`config.mk`:
```
export PLATFORM = sky130hd
export DESIGN_NAME = wm_insert_pipe_flat
export DESIGN_NICKNAME = d
export VERILOG_FILES = /design/src/rtl/wm_insert_pipe_if.sv /design/src/rtl/wm_insert_pipe.sv /design/src/flat_wrapper.sv
export SDC_FILE = /design/constraint.sdc
export NUM_CORES = 1
export LEC_CHECK = 0
export CAP_MARGIN = 20
export CELL_PAD_IN_SITES_DETAIL_PLACEMENT = 1
export CELL_PAD_IN_SITES_GLOBAL_PLACEMENT = 1
export CORE_ASPECT_RATIO = 1.5
export CORE_MARGIN = 1
export CORE_UTILIZATION = 25
export CTS_CLUSTER_DIAMETER = 80
export DETAILED_ROUTE_END_ITERATION = 7
export PLACE_DENSITY_LB_ADDON = 0.1
export SKIP_LAST_GASP = 1
export SLEW_MARGIN = 20
export SYNTH_ARGS = -nofsm -noshare
export SYNTH_HDL_FRONTEND = slang
export SYNTH_SLANG_ARGS = --single-unit
```
`constraint.sdc`:
```
create_clock -name clk -period 6.3 [get_ports clk]
set_clock_uncertainty 0.05 [all_clocks]
set_input_delay 1.575 -clock clk [delete_from_list [all_inputs] [get_ports clk]]
set_output_delay 1.575 -clock clk [all_outputs]
set_load 0.02 [all_outputs]
```
`src/rtl/wm_insert_pipe_if.sv`:
```
// Pixel stream bundle for wm_insert_pipe: one input beat channel and one output beat channel.
// A beat transfers on a rising edge where valid and ready are both high; payload is held while valid & ~ready.
interface wm_insert_pipe_if #(
    parameter int PIX_W = 8
);
    logic             in_valid;
    logic             in_ready;
    logic [PIX_W-1:0] d1;
    logic [PIX_W-1:0] d2;
    logic [PIX_W-1:0] d3;
    logic [PIX_W-1:0] d4;
    logic [1:0]       wm;
    logic             out_valid;
    logic             out_ready;
    logic [PIX_W-1:0] out_data;
    logic             out_last;

    modport master (
        output in_valid, d1, d2, d3, d4, wm, out_ready,
        input  in_ready, out_valid, out_data, out_last
    );

    modport slave (
        input  in_valid, d1, d2, d3, d4, wm, out_ready,
        output in_ready, out_valid, out_data, out_last
    );
endinterface

```
`src/rtl/wm_insert_pipe.sv`:
```
// Three-stage watermark insertion pipeline: mixes a selected neighbour with a neighbour average
// using frame-latched Q0.COEF_W weights, with global-advance backpressure and frame bounding.
module wm_insert_pipe #(
    parameter int PIX_W     = 8,
    parameter int COEF_W    = 8,
    parameter int FRAME_PIX = 4096
) (
    input  logic              clk,
    input  logic              rst,
    input  logic              start,
    input  logic [COEF_W-1:0] a1,
    input  logic [COEF_W-1:0] a2,
    wm_insert_pipe_if.slave   bus,
    output logic              busy,
    output logic              frame_done,
    output logic [1:0]        dbg_state_o
);
    localparam int PW = PIX_W + COEF_W;
    localparam int CW = $clog2(FRAME_PIX + 1);
    localparam logic [CW-1:0] FRAME_N = CW'(FRAME_PIX);
    localparam logic [CW-1:0] LAST_N  = CW'(FRAME_PIX - 1);
    localparam logic [PW:0]   RND     = (PW + 1)'(1) << (COEF_W - 1);
    localparam logic [PW:0]   MAXV    = {{(PW + 1 - PIX_W){1'b0}}, {PIX_W{1'b1}}};

    typedef enum logic [1:0] {
        ST_IDLE = 2'd0,
        ST_RUN  = 2'd1,
        ST_DONE = 2'd2
    } state_e;

    state_e state_q, state_d;
    logic   start_frame;

    logic [COEF_W-1:0] a1_q, a2_q;
    logic [CW-1:0]     in_cnt_q, out_cnt_q;

    logic             v1_q, v2_q, v3_q;
    logic [1:0]       wm1_q, wm2_q;
    logic [PIX_W-1:0] sel1_q, avg1_q, pass1_q, pass2_q, out_q;
    logic [PW-1:0]    p1_q, p2_q;

    logic             adv, in_hs, out_hs;
    logic [PIX_W:0]   h_sum, avg_sum;
    logic [PIX_W-1:0] h, avg_d, sel_d, out_d;
    logic [PW-1:0]    p1_d, p2_d;
    logic [PW:0]      s, r;

    assign adv           = ~v3_q | bus.out_ready;
    assign bus.in_ready  = busy & (in_cnt_q < FRAME_N) & adv;
    assign in_hs         = bus.in_valid & bus.in_ready;
    assign out_hs        = v3_q & bus.out_ready;
    assign bus.out_valid = v3_q;
    assign bus.out_data  = out_q;
    assign bus.out_last  = v3_q & (out_cnt_q == LAST_N);
    assign dbg_state_o   = state_q;

    always_ff @(posedge clk) begin
        if (rst) state_q <= ST_IDLE;
        else     state_q <= state_d;
    end

    // A start is honoured in IDLE and in the frame_done cycle, never while a frame runs.
    always_comb begin
        state_d     = state_q;
        busy        = 1'b0;
        frame_done  = 1'b0;
        start_frame = 1'b0;
        case (state_q)
            ST_IDLE: begin
                start_frame = start;
                if (start) state_d = ST_RUN;
            end
            ST_RUN: begin
                busy = 1'b1;
                if (out_hs && bus.out_last) state_d = ST_DONE;
            end
            ST_DONE: begin
                frame_done  = 1'b1;
                start_frame = start;
                state_d     = start ? ST_RUN : ST_IDLE;
            end
            default: state_d = ST_IDLE;
        endcase
    end

    always_ff @(posedge clk) begin
        if (rst) begin
            a1_q      <= '0;
            a2_q      <= '0;
            in_cnt_q  <= '0;
            out_cnt_q <= '0;
        end else if (start_frame) begin
            a1_q      <= a1;
            a2_q      <= a2;
            in_cnt_q  <= '0;
            out_cnt_q <= '0;
        end else begin
            if (in_hs)  in_cnt_q  <= in_cnt_q + CW'(1);
            if (out_hs) out_cnt_q <= out_cnt_q + CW'(1);
        end
    end

    always_comb begin
        h_sum   = {1'b0, bus.d1} + {1'b0, bus.d2};
        h       = PIX_W'(h_sum >> 1);
        avg_sum = {1'b0, bus.d3} + {1'b0, h};
        avg_d   = PIX_W'(avg_sum >> 1);
        case (bus.wm)
            2'd1:    sel_d = bus.d1;
            2'd2:    sel_d = bus.d2;
            2'd3:    sel_d = bus.d4;
            default: sel_d = bus.d1;
        endcase
        p1_d = PW'(a1_q) * PW'(sel1_q);
        p2_d = PW'(a2_q) * PW'(avg1_q);
        s    = {1'b0, p1_q} + {1'b0, p2_q} + RND;
        r    = s >> COEF_W;
        if (wm2_q == 2'd0)  out_d = pass2_q;
        else if (r > MAXV)  out_d = {PIX_W{1'b1}};
        else                out_d = r[PIX_W-1:0];
    end

    // Every stage moves together on adv; invalid stages shift as bubbles.
    always_ff @(posedge clk) begin
        if (rst) begin
            v1_q    <= 1'b0;
            v2_q    <= 1'b0;
            v3_q    <= 1'b0;
            wm1_q   <= '0;
            wm2_q   <= '0;
            sel1_q  <= '0;
            avg1_q  <= '0;
            pass1_q <= '0;
            pass2_q <= '0;
            p1_q    <= '0;
            p2_q    <= '0;
            out_q   <= '0;
        end else if (adv) begin
            v1_q    <= in_hs;
            wm1_q   <= bus.wm;
            sel1_q  <= sel_d;
            avg1_q  <= avg_d;
            pass1_q <= bus.d1;
            v2_q    <= v1_q;
            wm2_q   <= wm1_q;
            p1_q    <= p1_d;
            p2_q    <= p2_d;
            pass2_q <= pass1_q;
            v3_q    <= v2_q;
            out_q   <= out_d;
        end
    end
endmodule

```
`src/flat_wrapper.sv`:
```
// flat-port wrapper written by rule: the top's interface ports become plain ports
module wm_insert_pipe_flat 
#(
    parameter int PIX_W     = 8,
    parameter int COEF_W    = 8,
    parameter int FRAME_PIX = 4096
)
  (clk, rst, start, a1, a2, busy, frame_done, dbg_state_o, bus_in_valid, bus_d1, bus_d2, bus_d3, bus_d4, bus_wm, bus_out_ready, bus_in_ready, bus_out_valid, bus_out_data, bus_out_last);
  wm_insert_pipe_if #(.PIX_W(PIX_W)) bus_i ();
  input  logic clk;
  input  logic rst;
  input  logic start;
  input  logic [COEF_W-1:0] a1;
  input  logic [COEF_W-1:0] a2;
  output logic busy;
  output logic frame_done;
  output logic [1:0] dbg_state_o;
  input wire logic [$bits(bus_i.in_valid)-1:0] bus_in_valid;
  input wire logic [$bits(bus_i.d1)-1:0] bus_d1;
  input wire logic [$bits(bus_i.d2)-1:0] bus_d2;
  input wire logic [$bits(bus_i.d3)-1:0] bus_d3;
  input wire logic [$bits(bus_i.d4)-1:0] bus_d4;
  input wire logic [$bits(bus_i.wm)-1:0] bus_wm;
  input wire logic [$bits(bus_i.out_ready)-1:0] bus_out_ready;
  output wire logic [$bits(bus_i.in_ready)-1:0] bus_in_ready;
  output wire logic [$bits(bus_i.out_valid)-1:0] bus_out_valid;
  output wire logic [$bits(bus_i.out_data)-1:0] bus_out_data;
  output wire logic [$bits(bus_i.out_last)-1:0] bus_out_last;
  assign bus_i.in_valid = bus_in_valid;
  assign bus_i.d1 = bus_d1;
  assign bus_i.d2 = bus_d2;
  assign bus_i.d3 = bus_d3;
  assign bus_i.d4 = bus_d4;
  assign bus_i.wm = bus_wm;
  assign bus_i.out_ready = bus_out_ready;
  assign bus_in_ready = bus_i.in_ready;
  assign bus_out_valid = bus_i.out_valid;
  assign bus_out_data = bus_i.out_data;
  assign bus_out_last = bus_i.out_last;
  wm_insert_pipe #(.PIX_W(PIX_W), .COEF_W(COEF_W), .FRAME_PIX(FRAME_PIX)) u_core (.clk(clk), .rst(rst), .start(start), .a1(a1), .a2(a2), .bus(bus_i), .busy(busy), .frame_done(frame_done), .dbg_state_o(dbg_state_o));
endmodule
```
==> results of run 1 <==
[flip-flops by register name, indices dropped and copies added (netlist names), 13 cells and up]
signal,count
u_core.p1_q,16
u_core.p2_q,16
u_core.in_cnt_q,13
u_core.out_cnt_q,13
[worst max-delay path, cell delays in order (launching register included)]
cell	delay [ps]
dfxtp_1	500
nand2_1	120
fa_1	510
fa_1	570
inv_1	60
fa_1	530
inv_1	50
fa_1	530
inv_1	40
ha_1	320
o21ai_0	230
inv_1	110
a211oi_1	350
o21ai_0	190
or4b_1	480
nand3_1	90
[final timing paths]
path,end,slack (ps)
worst max-delay path,u_core.p1_q[14]$_SDFFE_PP0P_,1510
worst min register to register,u_core.pass2_q[3]$_SDFFE_PP0P_,400
worst max register to register,u_core.p1_q[14]$_SDFFE_PP0P_,1510
worst min-delay path,u_core.pass2_q[3]$_SDFFE_PP0P_,400
[area by class of cell]
cell class	count	area share, %
clock buffers	18	3.60
clock inverters	14	1.73
inverters	111	3.49
multi-input cells	896	59.2
flip-flops and latches	123	20.6
well taps	500	5.25
repair buffers	74	6.09
[routing by layer]
| metal | global-route usage, % | wire length, um | vias to the layer above |
|---|---|---|---|
| li1 | - | - | 4083 |
| met1 | 18.5 | 13300 | 4061 |
| met2 | 29.7 | 16600 | 91 |
| met3 | 2.22 | 669 | 21 |
| met4 | 4.70 | 536 | 0 |
| met5 | 0 | 0 | - |
[kinds of logic after synthesis]
group / synth area share (%)
buf+inv: 5.75
fa+ha+maj: 29.2
xor+xnor: 3.38
simple gates: 20.3
flops: 24.4
compound gates: 16.0
mux: 0.992
[through the flow]
stage / hold WS, ps / utilization (%) / area (sq um) / power (mW) / worst slack (ps)
after floorplan: 382 / - / 10100 / 1.34 / 1870
after global placement: 391 / 28.6 / 11300 / 1.58 / 1520
after detailed placement: 397 / 28.6 / 11300 / 1.58 / 1520
after CTS: 401 / 30.2 / 11900 / 2.71 / 1470
after global routing: 416 / 30.2 / 11900 / 2.81 / 1130
final: 398 / 30.2 / 11900 / 2.64 / 1510
[placed cells by master (no fill, tap or decap), drive strengths merged, types with 7 or more instances in the layout]
cell type      instances
a211oi                30
a21o                  11
a21oi                 86
a22o                  16
and2                 103
and3                   8
clkbuf                18
clkdlybuf4s50         68
dfxtp                123
fa                    74
ha                   117
inv                  117
mux2i                 10
nand2                145
nand3                 27
nand4                  8
nor2                  68
nor2b                  9
nor3                  19
o211ai                 7
o21a                  10
o21ai                 32
o22ai                  8
or3                   11
xnor2                 18
xor2                  21
[power by group]
group,switching [mW],total [mW],internal [mW]
combinational,0.356,0.629,0.273
sequential,0.0852,0.920,0.835
clock,0.424,1.10,0.672
total,0.865,2.64,1.78
==> impl_metrics.tcl, run 1 <==
set metrics [dict create \
    start_util_pct 25.5 \
    timing.final.crit_share_pct 76.0 \
    yosysMostFrequentCell "nand2_1" \
    fillers 4635 \
    cts.clk_slew.worst_paths_ps 70 \
    grt.overflow.total 0 \
    critPathLaunchType "flip-flop" \
    drive_above_1_share_pct 4.94 \
    dp_hpwl_um 24600 \
    synth_ff_type "dfxtp_1" \
    regArea_sq_um 2460 \
    cts_root_buffer "clkbuf_16" \
    setup_viol 0 \
    cp_max_fo 9 \
    relSlewSlack_pct 36.8 \
    worst_ir_drop_vdd_mv 0.147 \
    final_antenna_net_count 0 \
    syn_to_final_growth_pct 18.2 \
    cap_violations 0 \
    rsz0062_at_grt "false" \
    clockBufferDepth 2 \
    fin_cells 1736 \
    crit_type "flip-flop to flip-flop" \
    drt-wirelength-per-cell_um 17.9 \
    synthCells 1173 \
    grt_max_degree 69 \
    worst_pin_slew_ps 946 \
    timing.rr.start "u_core.sel1_q[6]$_SDFFE_PP0P_" \
    globalplace.congestion 0.759 \
    antenna_cells 0 \
    rr_worst_depth 15 \
    worstPathArrival_ps 5110 \
    via_count 8256 \
    core_sq_um 39500 \
    die_area_sq_um 41200 \
    dp.cells 1704 \
    violations "DRC" \
    die_y_um 248 \
    endpoint_kind "flip-flop" \
    rows 89 \
    first_pass_iters 6 \
    drc 1 \
    clk_latency_ps 440 \
    post_cts_buffers 0 \
    startpoint "u_core.sel1_q[6]$_SDFFE_PP0P_" \
    die_w_um 166 \
    drt-initial-drc-count 246 \
    crit_required_ps 6620 \
    io_buffers 69 \
    p_leak_nw 5.37 \
    ys_types 60 \
    grt_pass1_wl_um 50100 \
    grt_antenna_before_repair 0 \
    fmax_mhz 209 \
    ctsHoldBuffers 0 \
    hold_violations 0 \
    synth_area_sq_um 10100 \
    via_per_inst 4.76 \
    ys_seq_elements 123 \
    synth_edf_count 0 \
    io_pins 70 \
    cts_buffers 17 \
    min_from "u_core.pass1_q[3]$_SDFFE_PP0P_" \
    hold_class "flip-flop to flip-flop" \
    whs_path_depth 2 \
    seq_area_frac_synth_pct 24.4 \
    groute.usage.overall_pct 15.8 \
    grt_pass1_vias 8952 \
    syn_avg_cell_area_sq_um 8.60 \
    synth-async-reset-ratio_pct 0 \
    ys_top_cells_by_count "nand2_1, dfxtp_1, ha_1" \
    layout.nets 1469 \
    yosysTopAreaCell "dfxtp_1" \
    finalMaxSlewViolations 0 \
    synth_warnings 0 \
    synth_top_area_share_pct 24.4 \
    outcome "complete, but fails checks" \
    synth_nets 1419 \
    synth_area_leaders "dfxtp_1, fa_1, ha_1" \
    cts_tree "yes" \
    fin_crit_ps 4790 \
    cts.repair.resized 0 \
    p_per_area_nw_per_um2 222 \
    clkSinkCount 123 \
    setup-tns-final_ps 0 \
    h-tree-depth 4 \
    multi_input_area_sq_um 7060 \
    wl_um 31000 \
]
Note: power is estimated with default switching activity, not from simulation.
==> inputs of run 2 (changes only) <==
Clock period 6.3 ns to 4.95 ns, I/O delays scaled along.
==> impl_metrics.tcl, run 2 (same netlist as run 1, synthesis figures left out) <==
set metrics [dict create \
    worst_ir_drop_vdd_mv 0.150 \
    worst_pin_slew_ps 996 \
    worstPathArrival_ps 4990 \
    die_w_um 166 \
    timing.final.crit_share_pct 94.2 \
    fillers 4627 \
    setup_viol 0 \
    endpoint_kind "flip-flop" \
    violations "DRC" \
    timing.rr.start "u_core.avg1_q[4]$_SDFFE_PP0P_" \
    p_leak_nw 5.43 \
    drc 1 \
    final_antenna_net_count 0 \
    post_cts_buffers 0 \
    antenna_cells 0 \
    cts_root_buffer "clkbuf_16" \
    h-tree-depth 4 \
    design_area_sq_um 12000 \
    grt_max_degree 60 \
    ctsHoldBuffers 0 \
    via_per_inst 4.74 \
    via_count 8322 \
    fmax_mhz 215 \
    hold_violations 0 \
    grt_pass1_wl_um 49600 \
    io_pins 70 \
    groute.usage.overall_pct 15.7 \
    drt-initial-drc-count 239 \
    hold_class "flip-flop to flip-flop" \
    cts.repair.resized 0 \
    clk_latency_ps 440 \
    cp_max_fo 9 \
    cts.clk_slew.worst_paths_ps 60 \
    min_from "u_core.wm2_q[1]$_SDFFE_PP0P_" \
    p_total_mw 3.25 \
    rsz0062_at_grt "false" \
    globalplace.congestion 0.750 \
    cap_violations 0 \
    drt-wirelength-per-cell_um 17.7 \
    grt_pass1_vias 8863 \
    crit_type "flip-flop to flip-flop" \
    die_y_um 248 \
    outcome "complete, but fails checks" \
    cts_buffers 17 \
    setup-tns-final_ps 0 \
    syn_to_final_growth_pct 19.1 \
    reg_top3 "u_core.p1_q x16, u_core.p2_q x16" \
    startpoint "u_core.avg1_q[4]$_SDFFE_PP0P_" \
    finalMaxSlewViolations 0 \
    worst_hold_slack_ps 401 \
    relSlewSlack_pct 33.2 \
    wl_um 31100 \
    start_util_pct 25.5 \
    crit_required_ps 5280 \
    p_per_area_nw_per_um2 271 \
    grt.overflow.total 0 \
    drive_above_1_share_pct 7.01 \
    grt_antenna_before_repair 0 \
    cts_tree "yes" \
    io_buffers 69 \
    core_sq_um 39500 \
    clkSinkCount 123 \
    die_area_sq_um 41200 \
    final_common_cell "nand2_1" \
    placed_area_sq_um 11400 \
    final_cell_mix "nand2_1, ha_1, dfxtp_1, inv_1, and2_1" \
    critPathLaunchType "flip-flop" \
    fin_crit_ps 4660 \
    rows 89 \
    fin_ws_ps 289 \
    layout.nets 1489 \
    first_pass_iters 6 \
    clockBufferDepth 2 \
    dp_hpwl_um 24900 \
    pre_cts_slack_ps 156 \
]
run 2: routing by layer:
metal	vias up	wire length, um	GRT usage [%]
met1	4084	13600	18.2
met4	0	429	4.62
met2	85	16500	29.9
li1	4129	-	-
met3	24	672	1.97
met5	-	0	0
run 2: final timing paths:
kind | end | slack (ps) | cells after the start
max reg2reg | u_core.p2_q[11]$_SDFFE_PP0P_ | 290 | 15
min | u_core.wm2_q[1]$_SDFFE_PP0P_ | 400 | 2
max | u_core.p2_q[11]$_SDFFE_PP0P_ | 290 | 15
min reg2reg | u_core.wm2_q[1]$_SDFFE_PP0P_ | 400 | 2
run 2: per-stage QoR:
stage               instances  utilization, %
global placement         1724            28.9
floorplan                1173               -
detailed placement       1724            28.9
global route             1756            30.4
CTS                      1756            30.4
finish                   1756            30.4
run 2: critical path, stage by stage (launching register included):
cell     delay [ps]
dfxtp_1         540
nand2_1         140
fa_1            510
fa_1            520
inv_1            70
fa_1            530
inv_1            60
fa_1            540
inv_1            40
ha_1            340
o21a_1          120
o31a_1          140
o21a_1          200
o31a_1          250
or4_1           470
nand3_1          90
run 2: layout make-up:
cell class	count	area, sq um	area share [%]
clock buffer	18	429	3.57
inverter	111	417	3.47
timing repair buffer	94	876	7.29
multi-input combinational	896	7060	58.7
tap	500	626	5.21
clock inverter	14	139	1.16
sequential	123	2470	20.6
run 2: report_power, final:
group / internal, mW / leakage [nW] / switching (mW)
registers: 1.06 / 1.01 / 0.103
logic: 0.369 / 4.16 / 0.475
clock network: 0.700 / 0.258 / 0.541
total: 2.13 / 5.43 / 1.12
